[src/rtl/onehot_demux_router.sv]
// Purpose : routes one valid/ready input stream to one of N outputs using a one-hot select; drops and flags illegal selects.
// Latency : one registered stage; an accepted legal beat is presented on the cycle after acceptance. err_pulse follows an illegal accept by one cycle.
// Backpr. : in_ready follows the held channel's out_ready combinationally, so a drain and a reload can share one cycle. Optional err_cnt under ONEHOT_DEMUX_ERRCNT_EN.
module onehot_demux_router #(
  parameter int unsigned N     = 4,
  parameter int unsigned W     = 8,
  parameter int unsigned ERR_W = 8
) (
  input  logic             clk,
  input  logic             rst_n,
  input  logic             in_valid,
  output logic             in_ready,
  input  logic [W-1:0]     in_data,
  input  logic [N-1:0]     in_sel,
  output logic [N-1:0]     out_valid,
  input  logic [N-1:0]     out_ready,
  output logic [W-1:0]     out_data,
  output logic             err_pulse,
  output logic             busy
`ifdef ONEHOT_DEMUX_ERRCNT_EN
  ,
  output logic [ERR_W-1:0] err_cnt
`endif
);

  typedef enum logic {
    ST_EMPTY = 1'b0,
    ST_FULL  = 1'b1
  } state_t;

  localparam logic [N-1:0] SEL_ONE = N'(1);

  state_t         state_q, state_d;
  logic [N-1:0]   sel_q, sel_d;
  logic [W-1:0]   data_q, data_d;
  logic           err_pulse_q, err_pulse_d;

  logic           sel_legal;
  logic           held_rdy;
  logic           accept;
  logic           load;

  // A select is legal only when exactly one bit is set.
  always_comb begin
    sel_legal = (in_sel != '0) && ((in_sel & (in_sel - SEL_ONE)) == '0);
  end

  // Handshake decode and next-state for the single holding register.
  always_comb begin
    state_d     = state_q;
    sel_d       = sel_q;
    data_d      = data_q;
    in_ready    = 1'b0;
    held_rdy    = |(sel_q & out_ready);
    accept      = 1'b0;
    load        = 1'b0;
    err_pulse_d = 1'b0;

    // Only the held channel's ready matters; other lanes are ignored.
    case (state_q)
      ST_EMPTY: in_ready = 1'b1;
      ST_FULL:  in_ready = held_rdy;
      default:  in_ready = 1'b0;
    endcase

    accept      = in_valid && in_ready;
    load        = accept && sel_legal;
    err_pulse_d = accept && !sel_legal;

    case (state_q)
      ST_EMPTY: begin
        if (load) begin
          state_d = ST_FULL;
        end
      end
      ST_FULL: begin
        // Draining frees the slot; a legal beat in the same cycle refills it.
        if (held_rdy) begin
          state_d = load ? ST_FULL : ST_EMPTY;
        end
      end
      default: state_d = ST_EMPTY;
    endcase

    // Payload only changes on a legal load, so out_data holds its last value when idle.
    if (load) begin
      sel_d  = in_sel;
      data_d = in_data;
    end
  end

  // Holding register and error pulse; reset discards any held beat.
  always_ff @(posedge clk) begin
    if (!rst_n) begin
      state_q     <= ST_EMPTY;
      sel_q       <= '0;
      data_q      <= '0;
      err_pulse_q <= 1'b0;
    end else begin
      state_q     <= state_d;
      sel_q       <= sel_d;
      data_q      <= data_d;
      err_pulse_q <= err_pulse_d;
    end
  end

  // Output drive: valid is gated by state, data bus is shared across lanes.
  always_comb begin
    out_valid = (state_q == ST_FULL) ? sel_q : '0;
    out_data  = data_q;
    busy      = (state_q == ST_FULL);
    err_pulse = err_pulse_q;
  end

`ifdef ONEHOT_DEMUX_ERRCNT_EN
  logic [ERR_W-1:0] err_cnt_q, err_cnt_d;

  // Saturating count of illegal-select beats; cleared only by reset.
  always_comb begin
    err_cnt_d = err_cnt_q;
    if (err_pulse_d && (err_cnt_q != '1)) begin
      err_cnt_d = err_cnt_q + 1'b1;
    end
  end

  // Error counter register.
  always_ff @(posedge clk) begin
    if (!rst_n) begin
      err_cnt_q <= '0;
    end else begin
      err_cnt_q <= err_cnt_d;
    end
  end

  // Counter output.
  always_comb begin
    err_cnt = err_cnt_q;
  end
`endif

endmodule
[config.mk]
export PLATFORM = sky130hd
export DESIGN_NAME = onehot_demux_router
export DESIGN_NICKNAME = d
export VERILOG_FILES = /design/src/rtl/onehot_demux_router.sv
export SDC_FILE = /design/constraint.sdc
export NUM_CORES = 1
export LEC_CHECK = 0
export CAP_MARGIN = 20
export CORE_ASPECT_RATIO = 0.9
export CORE_MARGIN = 1
export CORE_UTILIZATION = 31
export CTS_CLUSTER_DIAMETER = 50
export DETAILED_ROUTE_END_ITERATION = 16
export PLACE_DENSITY_LB_ADDON = 0.08
export SLEW_MARGIN = 20
export SYNTH_ARGS = -nofsm -noshare
export SYNTH_HDL_FRONTEND = slang
export SYNTH_SLANG_ARGS = --single-unit
export TNS_END_PERCENT = 30
[constraint.sdc]
create_clock -name clk -period 1.8 [get_ports clk]
set_input_delay 0.54 -clock clk [delete_from_list [all_inputs] [get_ports clk]]
set_output_delay 0.54 -clock clk [all_outputs]
set_load 0.05 [all_outputs]
==> results.txt <==
The maximum level of the CTS H-tree came out at 1. The average size of a mapped cell is approximately 12 um^2. The number of optimization iterations in the first detailed-route pass came out at 6.

In the final design database the tool counted 114 nets. The aggregate global routing overflow is 0. Summed over all nets, the half-perimeter wirelength after detailed placement is 1080 um. For the finished layout, the period the worst path requires is about 1.9 ns. The clock network latency to the later pin of the worst-skew pair is approximately 0.28 ns.

The clock arrives with 0.00149 ns of skew. Setup violations remaining at the end of the flow were counted as 1. The post-cts hold buffer count came out at 0. The I/O pin count is 34. Relative to the synthesized area, the layout overhead comes to 96.9%.

The post-synthesis sequential element count is 14. The number of buffer cells added on primary ports came out at 33. Among all cell types in the netlist, the one instantiated most often is sky130_fd_sc_hd__dfxtp_1. By area the synthesized netlist is led by sky130_fd_sc_hd__dfxtp_1, sky130_fd_sc_hd__a22o_1, sky130_fd_sc_hd__and2_1. The final hold slack is 0.492 ns.

No sink is reached through more buffers than the 2 on the longest clock path. The main combinational cell family by area after synthesis is compound AO/OA/AOI/OAI gates. In this run the worst path has a maximum fanout of 3. The routed via count is ~570.

The maximum vdd ir drop came out at approximately 0.00046 V. The checks that failed: negative setup slack. STA classifies the critical path endpoint as an output port. The cell count after synthesis came out at 46. The layout filler cell count is 150. The internal portion of the total power is 0.545 mW. The width of the chip is roughly 47 um. The global-route layer with the greatest usage is met2. The ratio of cells with drive above 1 in the final layout came out at 0.457. Data on the critical path is required at its endpoint by 1.26 ns. The area of the die is between 1500 and 2000 um^2.

The number of antenna violations at the first check in global routing is 0. TritonCTS built the clock tree. The share of total power dissipated in sequential elements is 0.445. After detailed routing, the number of remaining DRC violations is 0. The final hold violation count came out at 0. The share of synthesized area spent on multiplexers came out at 0. The arrival time at the worst endpoint is between 1 and 1.5 ns. The cell sitting at the root of the clock tree is a sky130_fd_sc_hd__clkbuf_4. The switching part of the total power is 0.277. Headroom to the max-slew limit came out at 0.737.

The run finished, with violations left. After clock tree synthesis, the clock-pin slew on the worst setup and hold paths is 0.08 ns. Of the total power, the clock network draws 0.296. The worst setup path category is flop to output port. The weighted congestion reported at the end of routability-driven placement is approximately 0.73. The startpoint class of the critical path is a flop. The pin count of the biggest net entering global routing came out at 9. The slew at the pin closest to its max-slew limit is 0.395 ns. The post-route worst setup slack is -0.0856 ns. For this run, the number of Yosys warnings is 0. The final instance count without filler cells came out at approximately 120. Summed over all cells, the static leakage comes to approximately 0.47 nW. The largest total area in the synthesized netlist belongs to sky130_fd_sc_hd__dfxtp_1. The die is approximately 42 um tall. The number of DRC violations after detailed-routing iteration 0 is 6.

The fraction of the mapped netlist area in adder cells came out at 0. The number of clock buffers inserted by TritonCTS is 3. The number of placed instances with taps included came out at around 110. The most used flip-flop cell after synthesis is sky130_fd_sc_hd__dfxtp_1.

The met1 demand-to-capacity share in global routing is 0.255. The post-route fraction of the period consumed by the critical path came out at 1.05. The worst hold path belongs to the class flop to flop. The share of flip-flops with an asynchronous set or reset after synthesis came out at 0. The number of different library cells in the post-synthesis netlist came out at 16. The starting density of the core is 0.331. The core area came out at around 1700 um^2.

The first global-routing pass estimated approximately 2700 um of wire. Once detail routing completed, the nets flagged for antenna violations numbered 0. Based on the critical path, the design can be clocked at up to about 0.53 GHz. The post-synthesis compound-gate area fraction came out at 0.288. The synthesized area is around 560 um^2. Max-cap violations in this run came to 0.

The overall power after layout is about 0.75 mW. Setup repair after global routing could not meet its margin everywhere. The number of global-route vias before repair was 594. Summed over all nets, the switching power comes to roughly 0.21 mW.

The per-cell routed wire length came out at between 10 and 15 um. The post-synth net total came out at 65. For this design the ratio of total power to cell area is between 600 and 700 nW/um^2.

The count of flip-flops with a built-in enable after synthesis came out at 0. In the synthesized netlist, the cells that appear most often are sky130_fd_sc_hd__dfxtp_1, sky130_fd_sc_hd__a22o_1, sky130_fd_sc_hd__and2_1, sky130_fd_sc_hd__nand2_1. The number of clock sinks came out at 14. Across every metal layer, demand over resource in global routing totals 0.192. The count of pins over their slew limit came out at 0. The worst setup slack after placement came out at -0.535 ns. The simple-gate area share of the yosys netlist is 0.146. Of the total power, combinational logic draws 0.259. The number of vias per cell is 4.86.

After floorplanning, the core was divided into 14 placement rows. The diode insertion count for antenna repair is 0. The xor-xnor portion of the synthesized cell area came out at 0.0157. Summed over all layers, the routed wires come to about 1700 um. Of the post-synthesis cell area, the dominant cell type holds 0.503. The met2 track demand over resource in global routing is 0.308.

For this run, global-route usage on met3 was measured as 0.0690. The share of the Yosys chip area taken by registers is 0.503.
==> sequential cells by signal, indices dropped and copies added, names as in the netlist <==
register and cells:
sel_q 4, err_pulse 1, out_data 8, busy 1
==> layer usage <==
layer	routed length [um]	up-vias
met3	94	0
met1	756	273
met4	0	0
met2	827	19
met5	0	-
li1	-	281
==> power by group through the flow <==
stage	logic, mW	registers [mW]	clock network (mW)
6_report	0.196	0.335	0.223
5_1_grt	0.205	0.338	0.248
4_1_cts	0.194	0.335	0.227
3_5_place_dp	0.172	0.342	0
3_3_place_gp	0.171	0.342	0
2_1_floorplan	0.0493	0.375	0
==> final timing paths <==
| path | from | endpoint | slack [ns] | cells past startpoint |
|---|---|---|---|---|
| min | out_data[6]$_SDFFE_PN0P_ | out_data[6]$_SDFFE_PN0P_ | 0.49 | 1 |
| max | sel_q[0]$_SDFFE_PN0P_ | in_ready | -0.09 | 3 |
| max reg2reg | sel_q[0]$_SDFFE_PN0P_ | sel_q[1]$_SDFFE_PN0P_ | 0.04 | 6 |
| min reg2reg | out_data[6]$_SDFFE_PN0P_ | out_data[6]$_SDFFE_PN0P_ | 0.49 | 1 |
==> cells in the final DEF (no fill, tap or decap) <==
| cell | n |
|---|---|
| sky130_fd_sc_hd__a21oi_1 | 1 |
| sky130_fd_sc_hd__a222oi_1 | 1 |
| sky130_fd_sc_hd__a22o_1 | 10 |
| sky130_fd_sc_hd__a22o_2 | 2 |
| sky130_fd_sc_hd__a31oi_4 | 2 |
| sky130_fd_sc_hd__and2_1 | 4 |
| sky130_fd_sc_hd__and3b_2 | 1 |
| sky130_fd_sc_hd__and3b_4 | 1 |
| sky130_fd_sc_hd__buf_12 | 5 |
| sky130_fd_sc_hd__buf_2 | 1 |
| sky130_fd_sc_hd__buf_4 | 19 |
| sky130_fd_sc_hd__buf_6 | 3 |
| sky130_fd_sc_hd__clkbuf_4 | 3 |
| sky130_fd_sc_hd__clkbuf_8 | 1 |
| sky130_fd_sc_hd__clkdlybuf4s15_1 | 4 |
| sky130_fd_sc_hd__clkdlybuf4s50_1 | 11 |
| sky130_fd_sc_hd__dfxtp_1 | 13 |
| sky130_fd_sc_hd__dfxtp_2 | 1 |
| sky130_fd_sc_hd__dlygate4sd2_1 | 1 |
| sky130_fd_sc_hd__inv_1 | 1 |
| sky130_fd_sc_hd__nand2_1 | 3 |
| sky130_fd_sc_hd__nand3_2 | 1 |
| sky130_fd_sc_hd__nor3b_1 | 1 |
| sky130_fd_sc_hd__o311ai_4 | 1 |
| sky130_fd_sc_hd__or4b_4 | 2 |
| sky130_fd_sc_hd__xnor2_1 | 1 |
==> per-stage QoR <==
step / util / setup TNS (ns) / cell area, um^2
after detailed placement: 0.586 / -7.15 / 985
after CTS: 0.649 / -0.144 / 1090
after global placement: 0.586 / -6.88 / 985
final: 0.652 / -0.0856 / 1100
after floorplan: - / -2.08 / 562
after global routing: 0.652 / -0.485 / 1100
==> area by class of cell <==
class / instances / area, um^2 / share of cell area
Clock buffer: 4 / 36.3 / 0.0331
Inverter: 1 / 3.75 / 0.00342
Multi-Input combinational cell: 31 / 304 / 0.277
Sequential cell: 14 / 282 / 0.257
Tap cell: 24 / 30.0 / 0.0274
Timing Repair Buffer: 44 / 440 / 0.402
==> kinds of logic (layout without fill, tap and decap cells) <==
kind of cell | Yosys count | after routing
flops | 14 | 14
compound gates | 16 | 17
xor+xnor | 1 | 1
simple gates | 12 | 13
buf+inv | 3 | 49
==> worst max-delay path: stages (launching register included) <==
cell and delay, ns:
sky130_fd_sc_hd__dfxtp_2 0.34, sky130_fd_sc_hd__a222oi_1 0.42, sky130_fd_sc_hd__nand3_2 0.14, sky130_fd_sc_hd__buf_6 0.17
==> repair_timing <==
action	4_1_cts	5_1_grt
setup buffers	4	0
endpoints found under the hold margin	0	0
cloned	2	0
pin swaps	10	5
gates resized for setup	20	4
endpoints found under the setup margin	14	13
Note: power is estimated with default switching activity, not from simulation.
